**config.mk**
```make
export PLATFORM = sky130hd
export DESIGN_NAME = spy_delay_sensor_flat
export DESIGN_NICKNAME = d
export VERILOG_FILES = /design/src/rtl/spy_delay_sensor_if.sv /design/src/rtl/spy_delay_sensor.sv /design/src/flat_wrapper.sv
export SDC_FILE = /design/constraint.sdc
export NUM_CORES = 1
export LEC_CHECK = 0
export CAP_MARGIN = 20
export CORE_UTILIZATION = 35
export CTS_CLUSTER_DIAMETER = 200
export CTS_CLUSTER_SIZE = 20
export DETAILED_ROUTE_END_ITERATION = 7
export DONT_BUFFER_PORTS = 1
export MAX_ROUTING_LAYER = met4
export SYNTH_ARGS = -nofsm -noshare
export SYNTH_HDL_FRONTEND = slang
export SYNTH_SLANG_ARGS = --single-unit
```
**constraint.sdc**
```tcl
create_clock -name clk -period 4.8 [get_ports clk]
set_input_delay 0.48 -clock clk [delete_from_list [all_inputs] [get_ports clk]]
set_output_delay 0.48 -clock clk [all_outputs]
set_load 0.01 [all_outputs]
```
**src/rtl/spy_delay_sensor_if.sv**
```systemverilog
// Handshake/result bundle between the delay-line sensor and its requester.
// master drives requests and external taps; slave (the sensor) returns status and results.
interface spy_delay_sensor_if #(
  parameter int unsigned NTAPS = 10,
  parameter int unsigned CNT_W = 4,
  parameter int unsigned ACC_W = 12
);
  logic             start;
  logic             ext_sel;
  logic [NTAPS-1:0] ext_taps;
  logic             busy;
  logic             sample_valid;
  logic [CNT_W-1:0] sample_count;
  logic             result_valid;
  logic [ACC_W-1:0] result;

  modport master (
    output start, ext_sel, ext_taps,
    input  busy, sample_valid, sample_count, result_valid, result
  );

  modport slave (
    input  start, ext_sel, ext_taps,
    output busy, sample_valid, sample_count, result_valid, result
  );
endinterface

```
**src/rtl/spy_delay_sensor.sv**
```systemverilog
// Tapped inverting delay-line sensor: precharge, launch, capture, decode, accumulate.
// Optional macro SPY_DELAY_BUBBLE_FIX_EN: popcount decode instead of leading-ones length.
module spy_delay_sensor #(
  parameter int unsigned STAGES     = 50,
  parameter int unsigned TAP_STRIDE = 5,
  parameter int unsigned SAMPLES    = 16,
  parameter int unsigned SETTLE     = 4,
  parameter int unsigned ACC_W      = 12
) (
  input logic               clk,
  input logic               rst,
  spy_delay_sensor_if.slave bus
);

  localparam int unsigned NTAPS = STAGES / TAP_STRIDE;
  localparam int unsigned CNT_W = $clog2(NTAPS + 1);
  localparam int unsigned SET_W = $clog2(SETTLE + 1);
  localparam int unsigned SMP_W = $clog2(SAMPLES + 1);

  typedef enum logic [2:0] {
    IDLE      = 3'd0,
    PRECHARGE = 3'd1,
    LAUNCH    = 3'd2,
    CAPTURE   = 3'd3,
    DECODE    = 3'd4,
    DONE      = 3'd5
  } state_t;

  state_t            state;
  state_t            state_n;

  logic              launch_q;
  logic [SET_W-1:0]  settle_cnt;
  logic [SMP_W-1:0]  sample_cnt;
  logic [ACC_W-1:0]  acc;

  logic [NTAPS-1:0]  tap_c;
  logic [NTAPS-1:0]  prech_mask;
  logic [NTAPS-1:0]  tap_q;
  logic [NTAPS-1:0]  reached_q;
  logic [CNT_W-1:0]  count_c;

  logic              busy_q;
  logic              sample_valid_q;
  logic [CNT_W-1:0]  sample_count_q;
  logic              result_valid_q;
  logic [ACC_W-1:0]  result_q;

  // Inverter chain; each stage kept so the edge genuinely propagates through silicon.
  for (genvar k = 0; k < STAGES; k++) begin : g_stage
    (* keep *) logic stage_out;
    if (k == 0) begin : g_first
      assign stage_out = ~launch_q;
    end else begin : g_next
      assign stage_out = ~g_stage[k-1].stage_out;
    end
  end

  // Tap i is stage (i+1)*TAP_STRIDE; odd stages idle high while the input is held low.
  for (genvar i = 0; i < NTAPS; i++) begin : g_tap
    assign tap_c[i]      = g_stage[(i+1)*TAP_STRIDE-1].stage_out;
    assign prech_mask[i] = 1'(((i + 1) * TAP_STRIDE) % 2);
  end

  always_ff @(posedge clk) begin
    if (rst) state <= IDLE;
    else     state <= state_n;
  end

  always_comb begin
    state_n = state;
    unique case (state)
      IDLE:      if (bus.start) state_n = PRECHARGE;
      PRECHARGE: if (settle_cnt == SET_W'(SETTLE - 1)) state_n = LAUNCH;
      LAUNCH:    state_n = CAPTURE;
      CAPTURE:   state_n = DECODE;
      DECODE:    state_n = (sample_cnt == SMP_W'(SAMPLES - 1)) ? DONE : PRECHARGE;
      DONE:      state_n = IDLE;
      default:   state_n = IDLE;
    endcase
  end

`ifdef SPY_DELAY_BUBBLE_FIX_EN
  always_comb begin
    count_c = '0;
    for (int unsigned i = 0; i < NTAPS; i++) begin
      count_c = count_c + CNT_W'(reached_q[i]);
    end
  end
`else
  logic run_c;

  // Thermometer length: stop counting at the first tap the edge did not reach.
  always_comb begin
    count_c = '0;
    run_c   = 1'b1;
    for (int unsigned i = 0; i < NTAPS; i++) begin
      run_c   = run_c & reached_q[i];
      count_c = count_c + CNT_W'(run_c);
    end
  end
`endif

  always_ff @(posedge clk) begin
    if (rst) begin
      launch_q       <= 1'b0;
      settle_cnt     <= '0;
      sample_cnt     <= '0;
      acc            <= '0;
      tap_q          <= '0;
      reached_q      <= '0;
      busy_q         <= 1'b0;
      sample_valid_q <= 1'b0;
      sample_count_q <= '0;
      result_valid_q <= 1'b0;
      result_q       <= '0;
    end else begin
      // Chain input is high only for the single LAUNCH cycle.
      launch_q       <= (state_n == LAUNCH);
      settle_cnt     <= (state == PRECHARGE) ? settle_cnt + SET_W'(1) : '0;
      sample_valid_q <= (state == DECODE);
      result_valid_q <= (state == DONE);

      if (state == LAUNCH) tap_q <= tap_c;

      if (state == CAPTURE) begin
        reached_q <= bus.ext_sel ? bus.ext_taps : (tap_q ^ prech_mask);
      end

      if (state == IDLE && bus.start) begin
        acc        <= '0;
        sample_cnt <= '0;
        busy_q     <= 1'b1;
      end else if (state == DECODE) begin
        sample_count_q <= count_c;
        acc            <= acc + ACC_W'(count_c);
        sample_cnt     <= sample_cnt + SMP_W'(1);
      end else if (state == DONE) begin
        result_q <= acc;
        busy_q   <= 1'b0;
      end
    end
  end

  assign bus.busy         = busy_q;
  assign bus.sample_valid = sample_valid_q;
  assign bus.sample_count = sample_count_q;
  assign bus.result_valid = result_valid_q;
  assign bus.result       = result_q;

endmodule

```
**src/flat_wrapper.sv**
```systemverilog
// flat-port wrapper written by rule: the top's interface ports become plain ports
module spy_delay_sensor_flat 
#(
  parameter int unsigned STAGES     = 50,
  parameter int unsigned TAP_STRIDE = 5,
  parameter int unsigned SAMPLES    = 16,
  parameter int unsigned SETTLE     = 4,
  parameter int unsigned ACC_W      = 12
)
  (clk, rst, bus_start, bus_ext_sel, bus_ext_taps, bus_busy, bus_sample_valid, bus_sample_count, bus_result_valid, bus_result);
  spy_delay_sensor_if #(.NTAPS((STAGES / TAP_STRIDE)), .CNT_W(($clog2((STAGES / TAP_STRIDE) + 1))), .ACC_W(ACC_W)) bus_i ();
  input logic clk;
  input logic rst;
  input wire logic [$bits(bus_i.start)-1:0] bus_start;
  input wire logic [$bits(bus_i.ext_sel)-1:0] bus_ext_sel;
  input wire logic [$bits(bus_i.ext_taps)-1:0] bus_ext_taps;
  output wire logic [$bits(bus_i.busy)-1:0] bus_busy;
  output wire logic [$bits(bus_i.sample_valid)-1:0] bus_sample_valid;
  output wire logic [$bits(bus_i.sample_count)-1:0] bus_sample_count;
  output wire logic [$bits(bus_i.result_valid)-1:0] bus_result_valid;
  output wire logic [$bits(bus_i.result)-1:0] bus_result;
  assign bus_i.start = bus_start;
  assign bus_i.ext_sel = bus_ext_sel;
  assign bus_i.ext_taps = bus_ext_taps;
  assign bus_busy = bus_i.busy;
  assign bus_sample_valid = bus_i.sample_valid;
  assign bus_sample_count = bus_i.sample_count;
  assign bus_result_valid = bus_i.result_valid;
  assign bus_result = bus_i.result;
  spy_delay_sensor #(.STAGES(STAGES), .TAP_STRIDE(TAP_STRIDE), .SAMPLES(SAMPLES), .SETTLE(SETTLE), .ACC_W(ACC_W)) u_core (.clk(clk), .rst(rst), .bus(bus_i));
endmodule
```
==> results.yml <==
outcome:
  run_status: "finished, final reports clean"
min_path:
  hp-class: "input port to flop"
  min_to: "u_core.bus.sample_valid$_SDFF_PP0_"
  worstHoldStart: "rst"
  hold_depth: 1
yosys:
  syn_nets: 300
  avgSynthCellArea_um2: 9.265
  syn_inst: 267
  yosys_warnings: 0
  netlist_area_um2: 2474
floorplanning:
  die_h_um: 86.07
  die_w_um: 86.07
  ios: 33
  initial_core_util_pct: 36.41
  placementRows: 30
  core_um2: 6794
  die-area_um2: 7408
timing:
  hold_viol: 0
  drv_slew: 0
  fin_skew_ns: 0.01014
  worst_pin_slew_ns: 0.9129
  fin_crit_ns: 4.593
  max-slew-margin-rel_pct: 39.14
  fmax_mhz: 217.7
  finalSetupViolations: 0
  fin_tns_setup_ns: 0
  timing.final.crit_share_pct: 95.69
  fin_hold_ws_ns: 0.2378
setup_path:
  r2r_cells: 18
  timing.rr.end: "u_core.acc[7]$_SDFFE_PP0P_"
  required_ns: 5.03
  crit_type: "flop to flop"
  crit_slowest_cell: "fa_1"
  r2r-start: "u_core.reached_q[2]$_SDFFE_PP0N_"
  startpoint_type: "flop"
  crit_chain: "and3_4 -> and4_4 -> and3_4 -> and2_4 -> fa_1 -> inv_1 -> fa_1 -> inv_1 -> fa_1 -> fa_2 -> inv_2 -> fa_2 -> inv_4 -> ha_4 -> a211o_4 -> a21oi_4 -> o21ai_1 -> a21oi_1"
  crit_family: "adder cells"
  worstPathArrival_ns: 4.82
  end_kind: "flop"
  critPathMostFrequentCell: "fa_1"
  critical_path.max_stage_delay_ns: 0.48
  crit_fanout: 8
  ff2ff_setup_slack_ns: 0.21
  crit_buf_inv: 4
placement:
  place.gp.congestion: 0.7696
  placedCellCount: 359
  port_buffers: 0
  dp_hpwl_um: 3260
  placed_cell_area_um2: 2597
route:
  viasPerCell: 4.921
  wl_met1_um: 2284
  wire_per_inst_um: 12.55
  antenna_left: 0
  dr_wl_met3_um: 137
  post-route-drc-count: 0
  dr.first_iter.drc_count: 60
  drt_first_pass_iters: 4
  highest-signal-layer: "met4"
  wl_um: 4618
  dr_total_vias: 1811
  met2_wirelength_um: 2161
clock_network:
  clk_latency_ns: 0.30
  cts.clk_slew.worst_paths_ns: 0.10
  cts_sinks: 55
  htree_levels: 2
  cts_buffer_depth: 2
  tritoncts: "done"
  numCtsBuffers: 5
  clockRootBuffer: "clkbuf_8"
cells_and_area:
  stdcell_count: 368
  layout.nets: 304
  area_growth_pct: 12.70
  stdcell_area_um2: 2788
  n_antenna_cell: 0
  final_util_pct: 41.03
  drive_gt1_share_pct: 14.34
global_route:
  grt_overflow: 0
  grt_pass1_wl_um: 7845
  antenna_found_initial: 0
  grt_max_degree: 25
  grt.total_usage_pct: 13.75
  grt_pass1_vias: 1696
job:
  maxCapViolCount: 0
power:
  p_per_area_nw_per_um2: 259.1
  peakVddDrop_mv: 0.1521
  p_leak_nw: 1.036
==> state kept, by name (all words and copies together) (netlist names) <==
name	cells
u_core.acc	12
u_core.bus.result	12
u_core.reached_q	10
u_core.sample_cnt	5
u_core.bus.sample_count	4
u_core.settle_cnt	3
u_core.state	3
u_core.tap_q	2
u_core.bus.busy	1
u_core.bus.result_valid	1
u_core.bus.sample_valid	1
u_core.g_stage.stage_out	1
==> routing by layer <==
| layer | GRT usage (%) | vias up |
|---|---|---|
| met5 | - | - |
| met4 | 4.091 | 0 |
| met2 | 22.58 | 30 |
| li1 | - | 950 |
| met1 | 16.70 | 827 |
| met3 | 3.369 | 4 |
==> per-stage QoR <==
stage               power [mW]  setup slack, ns
global placement        0.4887          0.07354
detailed placement      0.4888         -0.02703
floorplan               0.4884          0.02783
finish                  0.7224           0.2070
CTS                     0.7345          0.01332
global route            0.7566        -0.009080
==> report_power, final <==
part	switching [mW]	total, mW	internal, mW
Sequential	0.00304	0.461	0.458
Combinational	0.0109	0.0167	0.00585
Clock	0.142	0.244	0.103
Total	0.155	0.722	0.567
==> placed cells by master (no fill, tap or decap), types with 3 or more instances in the layout <==
cell type,count
buf_4,8
and3_1,5
nor2b_1,3
ha_1,10
dfxtp_1,54
nand2_1,19
clkbuf_8,5
o21ai_0,10
a21oi_1,29
fa_2,3
a211oi_1,13
inv_1,12
or3_1,6
nor2_1,28
nand3_1,4
a22o_1,12
fa_1,4
==> what timing repair did <==
item	4_1_cts	5_1_grt
endpoints found under the setup margin	5	9
hold buffers	0	0
setup buffers	1	1
pin swaps	4	14
gates resized for setup	1	23
==> worst reg2reg max path: stages (launching register included) <==
cell     delay, ns
dfxtp_2       0.33
and3_4        0.17
and4_4        0.14
and3_4        0.16
and2_4        0.15
fa_1          0.47
inv_1         0.05
fa_1          0.48
inv_1         0.05
fa_1          0.48
fa_2          0.38
inv_2         0.07
fa_2          0.46
inv_4         0.09
ha_4          0.19
a211o_4       0.36
a21oi_4       0.24
o21ai_1       0.10
a21oi_1       0.15
==> cell type report <==
class	count	area [um^2]
Clock inverter	1	5.005
Clock buffer	7	76.32
Timing Repair Buffer	9	71.32
Sequential cell	55	1102
Fill cell	700	4006
Inverter	14	55.05
Tap cell	96	120.1
Multi-Input combinational cell	186	1358
==> worst max-delay path by stage <==
| stage | to | start | cells after the start |
|---|---|---|---|
| after detailed placement | u_core.acc[11]$_SDFFE_PP0P_ | u_core.reached_q[2]$_SDFFE_PP0N_ | 19 |
| final | u_core.acc[7]$_SDFFE_PP0P_ | u_core.reached_q[2]$_SDFFE_PP0N_ | 18 |
| after floorplan | u_core.acc[11]$_SDFFE_PP0P_ | u_core.reached_q[1]$_SDFFE_PP0N_ | 18 |
| after global routing | u_core.acc[7]$_SDFFE_PP0P_ | u_core.reached_q[2]$_SDFFE_PP0N_ | 18 |
| after global placement | u_core.acc[11]$_SDFFE_PP0P_ | u_core.reached_q[2]$_SDFFE_PP0N_ | 19 |
| after CTS | u_core.acc[11]$_SDFFE_PP0P_ | u_core.reached_q[2]$_SDFFE_PP0N_ | 19 |
Power figures use the tool's default switching activity.
